$ cat config.mk
export PLATFORM = sky130hd
export DESIGN_NAME = aes_byte_sequencer
export DESIGN_NICKNAME = d
export VERILOG_FILES = /design/src/rtl/aes_byte_sequencer.sv
export SDC_FILE = /design/constraint.sdc
export NUM_CORES = 1
export LEC_CHECK = 0
export ABC_CLOCK_PERIOD_IN_PS = 3200
export BUFFER_PORTS_ARGS = -buffer_cell sky130_fd_sc_hd__buf_2
export CORE_MARGIN = 2
export CORE_UTILIZATION = 40
export DETAILED_ROUTE_END_ITERATION = 7
export PLACE_DENSITY = 0.65
export SETUP_SLACK_MARGIN = 0.5
export SLEW_MARGIN = 25
export SYNTH_ARGS = -nofsm -noshare
export SYNTH_HDL_FRONTEND = slang
export SYNTH_SLANG_ARGS = --single-unit
$ cat constraint.sdc
create_clock -name clk -period 3.2 [get_ports clk]
set_input_delay 0.32 -clock clk [delete_from_list [all_inputs] [get_ports clk]]
set_output_delay 0.32 -clock clk [all_outputs]
set_load 0.005 [all_outputs]
$ cat src/rtl/aes_byte_sequencer.sv
// Sequencer around an 8-bit serial AES-128 core: gathers a key/plaintext block,
// restarts and feeds the core, captures the ciphertext and drains it downstream.
module aes_byte_sequencer #(
    parameter int CORE_LAT = 180,
    parameter int RST_CYC  = 2
) (
    input  logic       clk,
    input  logic       rst_n,
    input  logic       ena,
    input  logic       in_valid,
    output logic       in_ready,
    input  logic [7:0] in_key,
    input  logic [7:0] in_data,
    output logic       out_valid,
    input  logic       out_ready,
    output logic [7:0] out_data,
    output logic       out_last,
    output logic       core_rst_n,
    output logic [7:0] core_key,
    output logic [7:0] core_din,
    input  logic [7:0] core_dout,
    output logic       busy
);
    localparam logic [2:0] S_IDLE = 3'd0;
    localparam logic [2:0] S_RST  = 3'd1;
    localparam logic [2:0] S_LOAD = 3'd2;
    localparam logic [2:0] S_WAIT = 3'd3;
    localparam logic [2:0] S_CAPT = 3'd4;

    localparam int WAIT_CYC = CORE_LAT - 16;
    localparam int WAIT_END = (WAIT_CYC > 0) ? WAIT_CYC - 1 : 0;
    localparam int RST_END  = (RST_CYC > 0) ? RST_CYC - 1 : 0;
    localparam int PH_MAX   = (CORE_LAT > RST_CYC) ? CORE_LAT : RST_CYC;
    localparam int PH_W     = $clog2(PH_MAX + 1);

    logic [2:0]       state;
    logic [PH_W-1:0]  ph_cnt;
    logic             ph_last;
    logic [15:0][7:0] key_buf;
    logic [15:0][7:0] din_buf;
    logic [15:0][7:0] out_buf;
    logic [3:0]       in_cnt;
    logic [3:0]       out_cnt;
    logic             in_full;
    logic             out_full;
    logic             in_acc;
    logic             out_take;
    logic             start;
    logic             load_done;
    logic             capt_done;

    assign in_ready  = rst_n & ~in_full;
    assign in_acc    = in_valid & in_ready;
    assign out_valid = out_full;
    assign out_last  = out_full & (out_cnt == 4'd15);
    assign out_take  = out_full & out_ready;
    assign busy      = (state != S_IDLE) | out_full;

    // Look ahead at the 16th input beat and the final output beat so a block
    // can start the cycle right after either event rather than one later.
    assign start = ena
                 & (in_full | (in_acc & (in_cnt == 4'd15)))
                 & (~out_full | (out_take & (out_cnt == 4'd15)));

    assign load_done = (state == S_LOAD) & ph_last;
    assign capt_done = (state == S_CAPT) & ph_last;

    assign core_key = (state == S_LOAD) ? key_buf[ph_cnt[3:0]] : 8'h00;
    assign core_din = (state == S_LOAD) ? din_buf[ph_cnt[3:0]] : 8'h00;

    always_comb begin
        ph_last = 1'b0;
        case (state)
            S_RST:  ph_last = (ph_cnt == PH_W'(RST_END));
            S_LOAD: ph_last = (ph_cnt == PH_W'(15));
            S_WAIT: ph_last = (ph_cnt == PH_W'(WAIT_END));
            S_CAPT: ph_last = (ph_cnt == PH_W'(15));
            default: ph_last = 1'b0;
        endcase
    end

    always_ff @(posedge clk or negedge rst_n) begin
        if (!rst_n) begin
            state      <= S_IDLE;
            ph_cnt     <= '0;
            core_rst_n <= 1'b0;
        end else begin
            case (state)
                S_IDLE: begin
                    if (start) begin
                        state      <= S_RST;
                        ph_cnt     <= '0;
                        core_rst_n <= 1'b0;
                    end
                end
                S_RST: begin
                    if (ph_last) begin
                        state      <= S_LOAD;
                        ph_cnt     <= '0;
                        core_rst_n <= 1'b1;
                    end else begin
                        ph_cnt <= ph_cnt + 1'b1;
                    end
                end
                S_LOAD: begin
                    if (ph_last) begin
                        state  <= (WAIT_CYC == 0) ? S_CAPT : S_WAIT;
                        ph_cnt <= '0;
                    end else begin
                        ph_cnt <= ph_cnt + 1'b1;
                    end
                end
                S_WAIT: begin
                    if (ph_last) begin
                        state  <= S_CAPT;
                        ph_cnt <= '0;
                    end else begin
                        ph_cnt <= ph_cnt + 1'b1;
                    end
                end
                S_CAPT: begin
                    if (ph_last) begin
                        state  <= S_IDLE;
                        ph_cnt <= '0;
                    end else begin
                        ph_cnt <= ph_cnt + 1'b1;
                    end
                end
                default: begin
                    state  <= S_IDLE;
                    ph_cnt <= '0;
                end
            endcase
        end
    end

    // in_full only sets while not full and only clears while full, never both.
    always_ff @(posedge clk or negedge rst_n) begin
        if (!rst_n) begin
            in_cnt  <= '0;
            in_full <= 1'b0;
        end else begin
            if (in_acc) begin
                in_cnt <= in_cnt + 1'b1;
                if (in_cnt == 4'd15) in_full <= 1'b1;
            end
            if (load_done) in_full <= 1'b0;
        end
    end

    always_ff @(posedge clk) begin
        if (in_acc) begin
            key_buf[in_cnt] <= in_key;
            din_buf[in_cnt] <= in_data;
        end
        if (state == S_CAPT) out_buf[ph_cnt[3:0]] <= core_dout;
    end

    always_ff @(posedge clk or negedge rst_n) begin
        if (!rst_n) begin
            out_full <= 1'b0;
            out_cnt  <= '0;
            out_data <= 8'h00;
        end else if (capt_done) begin
            out_full <= 1'b1;
            out_cnt  <= '0;
            out_data <= out_buf[0];
        end else if (out_take) begin
            if (out_cnt == 4'd15) begin
                out_full <= 1'b0;
                out_cnt  <= '0;
                out_data <= 8'h00;
            end else begin
                out_cnt  <= out_cnt + 1'b1;
                out_data <= out_buf[out_cnt + 4'd1];
            end
        end
    end

endmodule
==> impl_metrics.py <==
metrics = {
    "worst_setup_path": {
        "critPathRequiredTime_ns": 2.88,
        "critPathLaunchType": "flip-flop",
        "cp_max_fo": 7,
        "critPathArrivalTime_ns": 2.69,
        "path_class": "flip-flop to output pin",
        "end_kind": "output pin",
        "reg2reg_depth": 7,
    },
    "detailed_routing": {
        "initialDrtViolationCount": 926,
        "drcViolationCount": 0,
        "wl_met3_mm": 2.094,
        "via_per_inst": 5.489,
        "drt_wl_total_mm": 37.35,
        "wire_per_inst_um": 23.40,
        "num_vias": 8761,
        "ant_nets": 0,
        "dr.pass1.iters": 5,
        "top_layer_used": "met5",
        "wl_met2_mm": 17.97,
        "drt-met1-wl_mm": 16.36,
    },
    "finish": {
        "antenna_cells": 0,
        "fin_nets": 1061,
        "final_common_cell": "edfxtp_1",
        "nFillCells": 3420,
        "fin_cells": 1596,
        "area_growth_pct": 18.91,
        "final_layout_size_suffix_gt1_share_pct": 29.42,
        "mostFrequentLayoutCells": "384 x edfxtp_1, 80 x mux4_2, 56 x buf_2, 48 x mux2i_1",
        "utilization_pct": 47.94,
    },
    "clock_tree": {
        "clk-insertion-delay-late_ns": 0.57,
        "clockBufferDepth": 3,
        "cts-root-buf": "clkbuf_16",
        "cts_made_buffers": 43,
        "cts.htree.levels": 2,
        "cts_tree": "built",
        "clock_sinks": 414,
        "clk_pin_slew_ns": 0.06,
    },
    "yosys": {
        "synth_area_per_cell_um2": 18.44,
        "synth_top_area_cell": "edfxtp_1",
        "synth-edff-count": 384,
        "yosysWarnings": 0,
        "synth.top_cell.area_share_pct": 68.49,
        "syn_nets": 951,
        "synth-seq-cells": 414,
        "synthArstFlopShare_pct": 7.246,
        "synthTopCellsByArea": "edfxtp_1 68%, mux4_2 11%, dfrtp_1 4.5%",
        "synth_ff_type": "edfxtp_1",
        "yosysSeqAreaShare_pct": 72.95,
        "syn_area_mm2": 0.01684,
        "ys_types": 53,
        "netlist_instances": 913,
    },
    "floorplan": {
        "rows": 75,
        "start_util_pct": 40.32,
        "die_y_um": 209.2,
        "pin_count": 58,
        "die_width_um": 209.2,
        "die-area_mm2": 0.04375,
        "coreArea_mm2": 0.04176,
    },
    "sta": {
        "final_max_slew_viol_count": 0,
        "skew_ns": 0.01313,
        "tns_ns": 0,
        "worstMarginPinSlew_ns": 0.7730,
        "min_period_ns": 3.011,
        "fmax_mhz": 332.2,
        "grt_setup_unrepaired": "true",
        "hold_viol_final": 0,
        "finalCritPeriodShare_pct": 94.08,
        "setup_viol": 0,
        "slew_headroom_pct": 48.43,
        "layout_setup_ws_ns": 0.1895,
    },
    "outcome": {
        "outcome": "finished, final reports clean",
    },
    "placed_design": {
        "hpwl_mm": 20.78,
        "pre_cts_ws_ns": 0.4517,
        "dp_cells": 1503,
        "gp_congestion": 0.7631,
        "port_buffers": 57,
    },
    "grt": {
        "grt_pass1_vias": 8841,
        "grt_pass1_wl_mm": 55.72,
        "track_usage_pct": 17.27,
        "grt_antenna_before_repair": 1,
        "overflow": 0,
        "grt_start_max_net_pins": 100,
    },
    "pwr": {
        "peakVddDrop_v": 0.0008123,
        "power.total_uw": 17080,
        "leakage_uw": 0.006823,
        "p_per_area_mw_per_mm2": 853.1,
    },
    "hold_path": {
        "hold_path.class": "primary input to flip-flop",
        "min_path_cells": 3,
    },
    "job": {
        "cap_violations": 0,
    },
}
flip-flops by register name, indices dropped and copies added (netlist names):
signal,flops
out_cnt,4
din_buf,128
key_buf,128
core_rst_n,1
out_valid,1
out_data,8
in_full,1
in_cnt,4
ph_cnt,8
state,3
out_buf,128
layout make-up:
type / count / area, um^2 / area share [%]
clock buffers: 46 / 1097 / 5.481
clock inverters: 33 / 499.2 / 2.494
inverters: 7 / 26.28 / 0.1313
multi-input cells: 433 / 4360 / 21.78
flip-flops and latches: 414 / 12290 / 61.41
well taps: 539 / 674.4 / 3.369
repair buffers: 124 / 1067 / 5.331
repair_timing:
item | in CTS | in global routing
buffers inserted | 8 | 0
resized for setup | 9 | 21
gates cloned | 2 | 2
pin swaps | 0 | 0
endpoints found under the setup margin | 17 | 16
endpoints found under the hold margin | 31 | 0
hold buffers | 2 | 0
synth_stat cells, types with 3 or more instances:
| cell type | n |
|---|---|
| or3_1 | 3 |
| nand4_1 | 3 |
| ha_1 | 9 |
| buf_2 | 16 |
| dfrtp_1 | 30 |
| buf_4 | 11 |
| o211ai_1 | 4 |
| xnor2_1 | 6 |
| nand2_1 | 28 |
| clkbuf_1 | 28 |
| and3_1 | 33 |
| nor4_1 | 17 |
| inv_1 | 7 |
| mux2i_1 | 48 |
| edfxtp_1 | 384 |
| mux4_2 | 80 |
| a21oi_1 | 6 |
| a31oi_1 | 3 |
| nand3_1 | 9 |
| nor2b_1 | 51 |
| a2111oi_0 | 32 |
| nand2b_1 | 7 |
| nor2_1 | 32 |
| nor3_1 | 11 |
| o21ai_0 | 13 |
| and2_1 | 10 |
worst paths after layout:
| check | from | end | slack, ns |
|---|---|---|---|
| max in group asynchronous | rst_n | ph_cnt[1] | 2.44 |
| hold reg to reg | out_buf[2] | out_data[2] | 0.51 |
| setup reg to reg | out_cnt[0] | out_data[7] | 0.68 |
| hold / removal | out_ready | out_cnt[1] | 0.09 |
| min in group asynchronous | rst_n | out_data[6] | 0.41 |
| setup / recovery | ph_cnt[0] | core_key[7] | 0.19 |
power by group:
part	total, uW	switching [uW]	internal [uW]	leakage (uW)
logic	4960	2570	2390	0.00222
clock network	5560	2090	3470	0.000777
registers	6560	316	6240	0.00382
total	17100	4980	12100	0.00682
critical path, stage by stage, from the launching register on:
cell and delay (ns):
dfrtp_4 0.54, buf_6 0.16, clkbuf_16 0.16, mux4_2 0.50
mux4_2 0.47, nor2b_4 0.14, buf_6 0.14
through the flow:
stage	instance area, um^2	hold WS (ns)
global placement	18090	0.4484
detailed placement	18090	0.4409
floorplan	16840	0.02441
CTS	19890	0.06037
global route	20020	0.09570
finish	20020	0.08928
kinds of logic after synthesis:
family	count (synthesis)	synth area share (%)
buf+inv	66	1.851
fa+ha+maj	9	0.6689
simple gates	209	6.845
flops	414	72.95
mux	130	13.69
xor+xnor	9	0.5128
compound gates	76	3.486
per-layer routing:
metal  vias to the layer above  GRT usage, %
met5                         -             0
met4                         2         5.665
met3                        64         3.336
met2                       253         27.61
li1                       3913             -
met1                      4529         23.96
Power figures use the tool's default switching activity.
